==> config.mk <==
export PLATFORM = sky130hd
export DESIGN_NAME = insn_fetch_ctrl
export DESIGN_NICKNAME = d
export VERILOG_FILES = /design/src/rtl/insn_fetch_ctrl.sv
export SDC_FILE = /design/constraint.sdc
export NUM_CORES = 1
export LEC_CHECK = 0
export ABC_CLOCK_PERIOD_IN_PS = 12300
export CAP_MARGIN = 10
export CORE_MARGIN = 1.5
export CORE_UTILIZATION = 30
export DETAILED_ROUTE_END_ITERATION = 8
export DONT_BUFFER_PORTS = 1
export PLACE_DENSITY = 0.52
export SKIP_CTS_REPAIR_TIMING = 1
export SLEW_MARGIN = 0
export SYNTH_ARGS = -nofsm -noshare
export SYNTH_HDL_FRONTEND = slang
export SYNTH_SLANG_ARGS = --single-unit
export TNS_END_PERCENT = 20
==> constraint.sdc <==
create_clock -name clk -period 12.3 [get_ports clk]
set_clock_uncertainty 0.2 [all_clocks]
set_input_delay 1.845 -clock clk [delete_from_list [all_inputs] [get_ports clk]]
set_output_delay 1.845 -clock clk [all_outputs]
set_load 0.05 [all_outputs]
==> src/rtl/insn_fetch_ctrl.sv <==
// ============================================================================
// Module      : insn_fetch_ctrl
// Description : Instruction fetch sequencer. It owns the PC, buffers {insn, pc}
//               pairs and hands them to decode over a valid/ready interface.
//               Optional macro FETCH_PERF_CNT_EN adds fetch and stall counters.
// Revision    : 1.0 - initial release
// ============================================================================
`default_nettype none

module insn_fetch_ctrl #(
   parameter int          ADDR_W   = 10,
   parameter int          DEPTH    = 2,
   parameter int unsigned RESET_PC = 0
) (
   input  logic              clk,
   input  logic              rst_n,
   input  logic              start,
   input  logic              halt,
   input  logic              redirect_valid,
   input  logic [ADDR_W-1:0] redirect_pc,
   output logic [ADDR_W-1:0] pc_out,
   input  logic [31:0]       insn_in,
   output logic              insn_valid,
   output logic [31:0]       insn_data,
   output logic [ADDR_W-1:0] insn_pc,
   input  logic              insn_ready,
`ifdef FETCH_PERF_CNT_EN
   output logic [31:0]       fetch_cnt,
   output logic [31:0]       stall_cnt,
`endif
   output logic              busy
);

   localparam int                c_ptr_w    = $clog2(DEPTH);
   localparam int                c_cnt_w    = c_ptr_w + 1;
   localparam logic [c_cnt_w-1:0] c_depth   = c_cnt_w'(DEPTH);
   localparam logic [ADDR_W-1:0] c_reset_pc = ADDR_W'(RESET_PC);

   typedef enum logic [1:0] {
      S_IDLE = 2'd0,
      S_RUN  = 2'd1,
      S_HALT = 2'd2
   } state_t;

   state_t              r_state;
   state_t              w_state_next;
   logic [ADDR_W-1:0]   r_pc;
   logic [31:0]         r_buf_insn [DEPTH];
   logic [ADDR_W-1:0]   r_buf_pc   [DEPTH];
   logic [c_ptr_w-1:0]  r_wr_ptr;
   logic [c_ptr_w-1:0]  r_rd_ptr;
   logic [c_cnt_w-1:0]  r_count;
   logic                w_push;
   logic                w_pop;

   always_comb begin
      w_state_next = r_state;
      case (r_state)
         S_IDLE, S_HALT: if (start && !halt) w_state_next = S_RUN;
         S_RUN:          if (halt)           w_state_next = S_HALT;
         default:                            w_state_next = S_IDLE;
      endcase
   end

   assign insn_valid = (r_count != '0);
   assign w_pop      = insn_valid && insn_ready;
   // A full buffer still accepts a fetch when the head leaves in the same cycle.
   assign w_push     = (r_state == S_RUN) && !redirect_valid &&
                       ((r_count != c_depth) || w_pop);

   always_ff @(posedge clk) begin
      if (!rst_n) begin
         r_state  <= S_IDLE;
         r_pc     <= c_reset_pc;
         r_wr_ptr <= '0;
         r_rd_ptr <= '0;
         r_count  <= '0;
         for (int i = 0; i < DEPTH; i++) begin
            r_buf_insn[i] <= '0;
            r_buf_pc[i]   <= '0;
         end
      end else begin
         r_state <= w_state_next;
         if (redirect_valid) begin
            r_pc     <= redirect_pc;
            r_wr_ptr <= '0;
            r_rd_ptr <= '0;
            r_count  <= '0;
         end else begin
            if (w_push) begin
               r_buf_insn[r_wr_ptr] <= insn_in;
               r_buf_pc[r_wr_ptr]   <= r_pc;
               r_wr_ptr             <= r_wr_ptr + c_ptr_w'(1);
               r_pc                 <= r_pc + ADDR_W'(1);
            end
            if (w_pop) r_rd_ptr <= r_rd_ptr + c_ptr_w'(1);
            if (w_push && !w_pop)      r_count <= r_count + c_cnt_w'(1);
            else if (!w_push && w_pop) r_count <= r_count - c_cnt_w'(1);
         end
      end
   end

   assign pc_out    = r_pc;
   assign insn_data = r_buf_insn[r_rd_ptr];
   assign insn_pc   = r_buf_pc[r_rd_ptr];
   assign busy      = (r_state == S_RUN);

`ifdef FETCH_PERF_CNT_EN
   logic [31:0] r_fetch_cnt;
   logic [31:0] r_stall_cnt;
   logic        w_stall;

   assign w_stall = (r_state == S_RUN) && (r_count == c_depth) && !w_pop;

   always_ff @(posedge clk) begin
      if (!rst_n) begin
         r_fetch_cnt <= '0;
         r_stall_cnt <= '0;
      end else begin
         if (w_push && (r_fetch_cnt != 32'hFFFF_FFFF))  r_fetch_cnt <= r_fetch_cnt + 32'd1;
         if (w_stall && (r_stall_cnt != 32'hFFFF_FFFF)) r_stall_cnt <= r_stall_cnt + 32'd1;
      end
   end

   assign fetch_cnt = r_fetch_cnt;
   assign stall_cnt = r_stall_cnt;
`endif

endmodule

`default_nettype wire

# After elaboration in Yosys (flattened, before gate mapping)
# Memory sizes are Yosys's and may differ from the RTL's. A register that Yosys moved wholly into a read port is not among the register bits.
# Cells that the tools add are included.
# totals
reg_bits	16
latchBits	0
mem_bits_rw	84
romBits	0
inputBits	48
output_inout_bits	54
elab_cells	60
memories	2
# mem_list
name	words	width	rd	rd_ports_with_merged_regs	write_ports	line_no	source
r_buf_insn	2	32	1	1	2	48	logic [31:0] r_buf_insn [DEPTH];
r_buf_pc	2	10	1	1	2	49	logic [ADDR_W-1:0] r_buf_pc [DEPTH];
# op_classes
add_sub_neg	5
multipliers	0
div_mod_pow	0
order_cmp	0
eq_ne	5
shifts	0
n_mux	22
bitwise	1
reduce_logical	20
# ops
operator	count
two-way mux 32 bit	1
OR reduction 32 bit	1
two-way mux 10 bit	3
two-way mux 1 bit	13
adder 10 x 1 -> 10 bit, second input constant	1
OR reduction 10 bit	1
two-way mux 2 bit	4
logical AND 1 bit	6
!= test 2 bit, second input constant	3
nonzero test 2 bit	3
zero test 1 bit	4
case mux 2 bit (2 select lines)	1
OR reduction 2 bit	2
adder 1 bit, second input constant	2
adder 2 x 1 -> 2 bit, second input constant	1
== test 2 x 1 -> 1 bit, second input constant	1
== test 2 bit, second input constant	1
zero test 2 bit	1
AND reduction 2 bit	1
subtractor 2 x 1 -> 2 bit, second input constant	1
logical OR 1 bit	1
inverter 1 bit	1

# Longest topological paths before layout
# depth
depth_word	10
mapped_depth	6
mapped_depth_nobuf	6

# Least setup slack after synthesis
# Ideal clock, no wire load.
# synth_path
kind	input to register
from	in redirect_valid
to	mem r_buf_insn[0][0], enable pin
setup_ns	0.505
t_arrival_ns	5.440
required_time_ns	11.595
setup_slack_ns	6.156
stages	2
path_buffers	0
cell_sequence	or3b_4 > o31ai_1
# synth_lines
element	line_no	source
from (decl)	19	input logic redirect_valid,
to (decl)	48	

==> results_dict.tcl <==
set metrics [dict create \
    status "finished with violations" \
    violations "design-rule violations" \
    path_max_fanout 42 \
    path_clk_slew_ns 0.06 \
    preCtsSetupSlack_ns 7.92 \
    syn_area_per_cell_um2 13.9 \
    nNetsFinal 373 \
    synth_top_area_share 0.558 \
    synthCells 326 \
    num_vias 2410 \
    finalSetupViolCount 0 \
    crit_slowest_cell "dfxtp_2" \
    wl_um 8950 \
    clock_sinks 101 \
    crit_type "register to output port" \
    cts_tree "yes" \
    fill_cells 1453 \
    min_from "r_count[1]" \
    ff2ff_path_depth 4 \
    fp.dieH_um 126 \
    worstPathArrival_ns 1.96 \
    r2r_start "r_count[0]" \
    io_buffers 0 \
    drcViolationCount 5 \
    drtAntennaViolNets 0 \
    detail_route.first_pass.iterations 6 \
    diodes 0 \
    synth_area_leader_cell "edfxtp_1" \
    irDropWorstVdd_v 0.0000588 \
    grt_util_all_layers 0.119 \
    post-dp-hpwl_um 5460 \
    cts_buffers 9 \
    whs_endpoint "r_count[1]" \
    synth-seq-area-share 0.634 \
    slew_violations 0 \
    netlist_area_um2 4520 \
    grt_pass1_wl_um 14100 \
    ys_warn_count 0 \
    min_path_type "register to register" \
    cts_root_buf "clkbuf_16" \
    cap_violations 0 \
    tns_ns 0 \
    wl_per_cell_um 17.5 \
    vias_per_cell 4.71 \
    max_slew_margin 0.243 \
    rows 44 \
    numPlacedInstances 496 \
    hold_path_depth 2 \
    dieWidth_um 126 \
    yosysUniqueCellTypes 35 \
    r2r_end "r_buf_insn[1][28]" \
    synth_nets 376 \
    required_ns 10.26 \
    grt_pass1_vias 2494 \
    postLayoutCoreUtil 0.340 \
    cp_cell_sequence "mux2_2" \
    crit_family "flip-flops" \
    crit_path_start_kind "register" \
    antenna_found_initial 0 \
    crit_buf_inv 0 \
    grt_start_max_net_pins 43 \
    drt_iter0_drc 114 \
    p_per_area_nw_per_um2 150 \
    fin_ws_ns 8.29 \
    grt.overflow.total 0 \
    final_layout_size_suffix_gt1_frac 0.204 \
    period_needed_ns 4.01 \
    start_util 0.308 \
    max_freq_mhz 250 \
    coreArea_um2 14600 \
    syn_to_final_growth_pct 10.1 \
    fin_crit_sh 0.326 \
    synthTopCellsByArea "edfxtp_1 56%, and2_1 11%, mux2_2 10%, dfxtp_1 7.5%, xnor2_1 1.7%" \
    clk_path_buf_depth 2 \
    htree_num_levels 3 \
    finalHoldViolations 0 \
    dieArea_um2 15800 \
    insertion_delay_ns 0.35 \
    rsz0062_at_grt "no" \
    end_kind "output port" \
    p_leak_nw 1.74 \
    max_stage_delay_ns 1.04 \
    instances_no_fill 512 \
    ioPinCount 102 \
    ys_seq_elements 101 \
    worst-slew-pin-transition_ns 1.13 \
    regToRegSetupSlack_ns 9.49 \
    gp_congestion 0.715 \
]
[worst max path at each step]
stage                   startpoint           endpoint  slack (ns)  depth (start not counted)
global route              register         insn_pc[0]        8.13                          1
detailed placement      insn_ready  r_buf_insn[1][27]        7.92                          4
floorplan           redirect_valid   r_buf_insn[0][0]        6.16                          2
finish                    register      insn_data[31]        8.29                          1
CTS                       register         insn_pc[0]        8.17                          1
global placement        insn_ready  r_buf_insn[1][19]        7.92                          4
[synth_stat cells]
| master | n |
|---|---|
| nor4_4 | 2 |
| inv_1 | 5 |
| nand3_1 | 3 |
| xor2_1 | 3 |
| and3_4 | 1 |
| a22oi_1 | 1 |
| nand4_1 | 2 |
| nor2_1 | 7 |
| nor3b_1 | 2 |
| o31ai_1 | 1 |
| or3b_4 | 1 |
| or3_1 | 1 |
| clkbuf_1 | 7 |
| mux2_2 | 42 |
| or2b_1 | 1 |
| and2_1 | 83 |
| edfxtp_1 | 84 |
| dfxtp_1 | 17 |
| a21oi_1 | 12 |
| nand2_1 | 6 |
| clkinv_1 | 1 |
| nor3b_2 | 1 |
| mux2i_1 | 1 |
| or2_2 | 1 |
| buf_6 | 5 |
| nand4b_1 | 1 |
| nor4_1 | 3 |
| nor4b_2 | 1 |
| a311oi_1 | 1 |
| clkbuf_2 | 4 |
| nor2_4 | 1 |
| xnor2_1 | 9 |
| nor3_1 | 3 |
| o21ai_0 | 11 |
| ha_1 | 2 |
[logic make-up (layout without fill, tap and decap cells)]
family / count (synthesis) / after routing / synth area share
simple gates: 120 / 120 / 0.172
flops: 101 / 101 / 0.634
mux: 43 / 43 / 0.107
compound gates: 26 / 26 / 0.0307
buf+inv: 22 / 24 / 0.0277
xor+xnor: 12 / 12 / 0.0233
fa+ha+maj: 2 / 2 / 0.00554
[stage by stage]
stage               total power [mW]  hold WS [ns]  instance area (um2)
global placement               0.468         0.279                 4680
CTS                            0.757         0.303                 4970
detailed placement             0.469         0.290                 4680
finish                         0.746         0.307                 4970
global route                   0.776         0.362                 4970
floorplan                      0.459         0.261                 4520
[worst register-to-register path, cell delays in order (launching register included)]
cell and delay [ns]:
dfxtp_1 0.35, nor3b_2 0.93, nor2_4 0.08, nand2_1 0.14, nand2_2 0.60
[final cells by class]
| class | instances | area, um2 | share of cell area |
|---|---|---|---|
| repair buffers | 2 | 15.0 | 0.00302 |
| inverters | 6 | 22.5 | 0.00453 |
| well taps | 184 | 230 | 0.0463 |
| clock inverters | 1 | 30.0 | 0.00604 |
| multi-input cells | 203 | 1550 | 0.311 |
| clock buffers | 15 | 268 | 0.0538 |
| flip-flops and latches | 101 | 2860 | 0.576 |
[state kept, by name, indices dropped and copies added, names as in the netlist, named ones only]
name,count
r_state,2
r_buf_pc,20
r_buf_insn,64
r_rd_ptr,1
r_count,2
pc_out,10
r_wr_ptr,1
[power breakdown]
group          switching, mW  internal, mW  leakage, nW
registers             0.0169         0.385         1.01
logic                 0.0456        0.0130        0.590
clock network          0.117         0.169        0.144
[layer usage]
layer  vias to the layer above  track usage  part of all wire
met5                         -            0                 0
li1                       1155            -                 -
met4                         0       0.0616             0.021
met3                        13       0.0450             0.082
met1                      1175        0.150              0.43
met2                        67        0.180              0.46
[layout by cell type, fill, tap and decap left out, drive strengths merged, types with 2 or more instances in the layout]
cell,Yosys,layout
a21oi,12,12
and2,83,83
buf,5,2
clkbuf,11,15
dfxtp,17,17
edfxtp,84,84
ha,2,2
inv,5,5
mux2,42,42
nand2,6,6
nand3,3,3
nand4,2,2
nor2,8,8
nor3,3,3
nor3b,3,3
nor4,5,5
o21ai,11,11
xnor2,9,9
xor2,3,3
(Power assumes the default switching activity.)
